[src/rtl/pipeline_stall_ctrl.sv]
// Pipeline hazard controller: load-use interlock, multicycle divide wait,
// data-memory back-pressure and exception flush, with a saturating stall counter.
module pipeline_stall_ctrl #(
    parameter int CNT_W = 16
) (
    input  logic             clk_i,
    input  logic             rst_n_i,
    input  logic [4:0]       id_raddr1_i,
    input  logic [4:0]       id_raddr2_i,
    input  logic             id_re1_i,
    input  logic             id_re2_i,
    input  logic             ex_we_i,
    input  logic [4:0]       ex_waddr_i,
    input  logic             ex_is_load_i,
    input  logic             ex_div_i,
    input  logic             div_ready_i,
    input  logic             dmem_busy_i,
    input  logic             flush_req_i,
    output logic [4:0]       stall_o,
    output logic [4:0]       bubble_o,
    output logic             flush_o,
    output logic             div_start_o,
    output logic             div_cancel_o,
    output logic [1:0]       state_o,
    output logic [CNT_W-1:0] stall_cnt_o
);

    // Handshake note: div_start_o and div_cancel_o are single-cycle strobes;
    // div_ready_i is a single-cycle strobe honoured only while in DIV_WAIT.

    typedef enum logic [1:0] {
        IDLE     = 2'd0,
        DIV_WAIT = 2'd1,
        DIV_DONE = 2'd2
    } state_t;

    localparam logic [4:0] STALL_LOAD = 5'b00011;
    localparam logic [4:0] BUBBLE_LOAD = 5'b00100;
    localparam logic [4:0] STALL_DIV = 5'b00111;
    localparam logic [4:0] BUBBLE_DIV = 5'b01000;
    localparam logic [4:0] STALL_MEM = 5'b01111;
    localparam logic [4:0] BUBBLE_MEM = 5'b10000;
    localparam logic [CNT_W-1:0] CNT_MAX = {CNT_W{1'b1}};

    state_t state;
    state_t state_nxt;
    logic   load_use;
    logic   hit1;
    logic   hit2;

    // Register x0 is hardwired to zero, so a load targeting it is never a hazard.
    assign hit1 = id_re1_i && (id_raddr1_i == ex_waddr_i);
    assign hit2 = id_re2_i && (id_raddr2_i == ex_waddr_i);
    assign load_use = ex_is_load_i && ex_we_i && (ex_waddr_i != 5'd0) && (hit1 || hit2);

    always_comb begin
        stall_o      = 5'b0;
        bubble_o     = 5'b0;
        flush_o      = 1'b0;
        div_start_o  = 1'b0;
        div_cancel_o = 1'b0;
        state_nxt    = state;
        if (!rst_n_i) begin
            state_nxt = IDLE;
        end else if (flush_req_i) begin
            flush_o      = 1'b1;
            div_cancel_o = (state == DIV_WAIT);
            state_nxt    = IDLE;
        end else if (dmem_busy_i) begin
            stall_o  = STALL_MEM;
            bubble_o = BUBBLE_MEM;
            // A ready arriving under back-pressure is parked in DIV_DONE.
            if (state == DIV_WAIT && div_ready_i) begin
                state_nxt = DIV_DONE;
            end
        end else begin
            case (state)
                IDLE: begin
                    if (ex_div_i) begin
                        div_start_o = 1'b1;
                        stall_o     = STALL_DIV;
                        bubble_o    = BUBBLE_DIV;
                        state_nxt   = DIV_WAIT;
                    end else if (load_use) begin
                        stall_o  = STALL_LOAD;
                        bubble_o = BUBBLE_LOAD;
                    end
                end
                DIV_WAIT: begin
                    if (div_ready_i) begin
                        state_nxt = IDLE;
                    end else begin
                        stall_o  = STALL_DIV;
                        bubble_o = BUBBLE_DIV;
                    end
                end
                DIV_DONE: begin
                    state_nxt = IDLE;
                end
                default: begin
                    state_nxt = IDLE;
                end
            endcase
        end
    end

    always_ff @(posedge clk_i or negedge rst_n_i) begin
        if (!rst_n_i) begin
            state       <= IDLE;
            stall_cnt_o <= '0;
        end else begin
            state <= state_nxt;
            if (stall_o[0] && (stall_cnt_o != CNT_MAX)) begin
                stall_cnt_o <= stall_cnt_o + CNT_W'(1);
            end
        end
    end

    assign state_o = state;

endmodule

[config.mk]
export PLATFORM = sky130hd
export DESIGN_NAME = pipeline_stall_ctrl
export DESIGN_NICKNAME = d
export VERILOG_FILES = /design/src/rtl/pipeline_stall_ctrl.sv
export SDC_FILE = /design/constraint.sdc
export NUM_CORES = 1
export LEC_CHECK = 0
export BUFFER_PORTS_ARGS = -buffer_cell sky130_fd_sc_hd__buf_2
export CELL_PAD_IN_SITES_DETAIL_PLACEMENT = 1
export CELL_PAD_IN_SITES_GLOBAL_PLACEMENT = 1
export CORE_MARGIN = 2
export CORE_UTILIZATION = 34
export DETAILED_ROUTE_END_ITERATION = 16
export PLACE_DENSITY_LB_ADDON = 0.1
export SYNTH_ARGS = -nofsm -noshare
export SYNTH_HDL_FRONTEND = slang
export SYNTH_SLANG_ARGS = --single-unit
[constraint.sdc]
create_clock -name clk_i -period 2.55 [get_ports clk_i]
set_clock_uncertainty 0.05 [all_clocks]
set_input_delay 0 -clock clk_i [delete_from_list [all_inputs] [get_ports clk_i]]
set_output_delay 0 -clock clk_i [all_outputs]
set_load 0.01 [all_outputs]
==> reports/metrics.yaml <==
synth.avg_cell_area_um2: 10.2
antenna_found_initial: 0
regToRegEndpoint: "stall_cnt_o[1]$_DFFE_PN0P_"
fin_crit_sh_pct: 84.3
viasPerCell: 4.65
synthArstFlopShare_pct: 100
cts_tree: "built"
clock_path_buffers: 2
wirelength_um: 3090
clkTransAtPathRegs_ns: 0.10
drc: 0
first_pass_iters: 3
drive_gt1_share_pct: 38.5
reg2reg_slack_ns: 0.40
grt_use_met3_pct: 4.82
p_leak_uw: 0.000784
grt_use_met1_pct: 19.8
top_usage_layer: "met2"
crit_required_ns: 2.68
num_rows: 21
power_density_mw_per_mm2: 527
post_cts_buffers: 0
grt_usage_pct: 15.7
clock_sinks: 18
crit_fanout: 7
initialDrtViolationCount: 18
synth_warnings: 0
vias: 1023
slowest_delay_ns: 0.42
peakVddDrop_mv: 0.350
p_clk_share_pct: 22.2
synthToLayoutAreaGrowth_pct: 28.8
seq_area_frac_synth_pct: 37.4
hpwl_um: 2360
die_h_um: 63.5
p_comb_share_pct: 29.7
critPathCaptureType: "register"
maxSlewViolCount: 0
final_core_util_pct: 46.1
cts_root_buffer: "clkbuf_4"
routedWlPerCell_um: 14.0
rsz0062_at_grt: "false"
status: "completed"
r2r-start: "stall_cnt_o[0]$_DFFE_PN0P_"
finalHoldViolCount: 0
core-area_mm2: 0.00336
met2_usage_pct: 27.4
clock.fmax_mhz: 465
die_w_um: 63.5
grt_first_pass_wirelength_um: 5050
crit_path_start_kind: "register"
min_delay_path_depth: 4
syn_area_mm2: 0.00120
seq_power_share_pct: 48.1
synth_edf_count: 0
port_buffers: 52
swShare_pct: 34.4
layout_commonest_cell: "buf_2"
ioPinCount: 56
final_antenna_net_count: 0
grt_pass1_vias: 1069
critPathBufInv: 1
fin_nets: 201
routabilityCongestion: 0.720
p_int_uw: 536
relSlewSlack_pct: 64.1
synth_ff_type: "dfrtp_1"
fillers: 417
grt_max_degree: 20
switching_power_uw: 281
holdWs_ns: 0.0528
critPathArrivalTime_ns: 2.28
critPathKind: "reg -> reg"
hp-start: "dmem_busy_i"
placed_cell_area_mm2: 0.00148
num_antenna_cells: 0
crit_chain: "ha_1, and3_1, nand3_1, or2_4, nor3_4, buf_4, nor2_1, mux2_1"
setup_viol: 0
slowest_stage: "dfrtp_1"
cp_top_family: "simple AND/OR/NAND/NOR gates"
layout_common_cells: "buf_2, dfrtp_1, xor2_1"
overflow: 0
syn_inst: 118
cts_buffers: 3
tightest_slew_ns: 0.538
worstHoldPathType: "in -> reg"
initial_core_util_pct: 35.8
drv_cap: 0
setup-tns-final_ns: 0
insertion_delay_ns: 0.30
finalInstanceArea_mm2: 0.00155
cp_num_cells: 8
synthDistinctLibCells: 36
min_to: "state_o[0]$_DFFE_PN0P_"
fin_crit_ns: 2.15
die_area_mm2: 0.00403
htree_levels: 1
r2r_cells: 8
synth-seq-cells: 18
per-stage QoR:
stage,total power [uW],std cells,setup WS (ns)
final,817,220,0.400
after global routing,880,220,0.289
after CTS,834,220,0.385
after detailed placement,640,213,0.433
after global placement,630,213,0.529
after floorplan,528,120,0.534
how the worst max path moves through the flow:
stage / slack (ns) / end / start
after global routing: 0.29 / stall_cnt_o[1]$_DFFE_PN0P_ / stall_cnt_o[0]$_DFFE_PN0P_
after CTS: 0.38 / stall_cnt_o[1]$_DFFE_PN0P_ / stall_cnt_o[0]$_DFFE_PN0P_
final: 0.40 / stall_cnt_o[1]$_DFFE_PN0P_ / stall_cnt_o[0]$_DFFE_PN0P_
after floorplan: 0.53 / stall_cnt_o[1]$_DFFE_PN0P_ / stall_cnt_o[0]$_DFFE_PN0P_
after detailed placement: 0.43 / stall_cnt_o[1]$_DFFE_PN0P_ / stall_cnt_o[0]$_DFFE_PN0P_
after global placement: 0.53 / stall_cnt_o[1]$_DFFE_PN0P_ / stall_cnt_o[0]$_DFFE_PN0P_
cell type report:
type                            count  area [um2]  share of cell area (%)
Timing Repair Buffer               58         313                    20.2
Clock buffer                        4        36.3                    2.34
Sequential cell                    18         450                    29.1
Inverter                            2        7.51                   0.484
Multi-Input combinational cell     92         686                    44.2
Tap cell                           46        57.6                    3.71
worst min-delay path, stage by stage:
cell	delay, ns
buf_2	0.14
nand2_1	0.07
nand2_1	0.05
o211a_1	0.11
sequential cells by signal (all words and copies together), names as in the netlist:
register,count
stall_cnt_o,16
state_o,2
layer usage:
layer  vias to the layer above  share of wire [%]
li1                        514                  -
met1                       480                 45
met2                        29                 50
met3                         0                5.2
met4                         0                  0
met5                         -                  0
power groups by stage:
stage               sequential (uW)  combinational [uW]  clock (uW)
finish                          393                 243         181
global route                    404                 273         203
CTS                             395                 248         191
detailed placement              399                 241           0
global placement                395                 235           0
floorplan                       415                 113           0
what timing repair did:
action / CTS / global route
hold buffers: 3 / 0
resized for setup: 0 / 0
endpoints found under the hold margin: 20 / 0
cell usage after synthesis, drive strengths merged, types with 2 or more instances:
master	n	area, um2
dfrtp	18	450
nor3b	2	15.0
inv	2	7.51
nor3	7	46.3
nand2	12	45.0
a21oi	3	26.3
xnor2	11	96.3
nand4	2	12.5
buf	8	67.6
nand3	5	25.0
xor2	14	123
nor2	3	11.3
nand2b	3	18.8
and2	2	12.5
nor4b	2	17.5
nor2b	2	20.0
and3	3	18.8
nor4	7	95.1
cell families (layout without fill, tap and decap cells):
logic type,count (synthesis),in the layout,synth area share (%)
and+or+nand+nor,54,54,30.7
xor gates and xnor gates,25,25,18.2
buffers and inverters,10,64,6.24
DFF,18,18,37.4
muxes,1,1,0.935
other,1,3,0.312
AOI/OAI and AO/OA,8,8,5.20
adders and majority gates,1,1,1.04
Note: power is estimated with default switching activity, not from simulation.
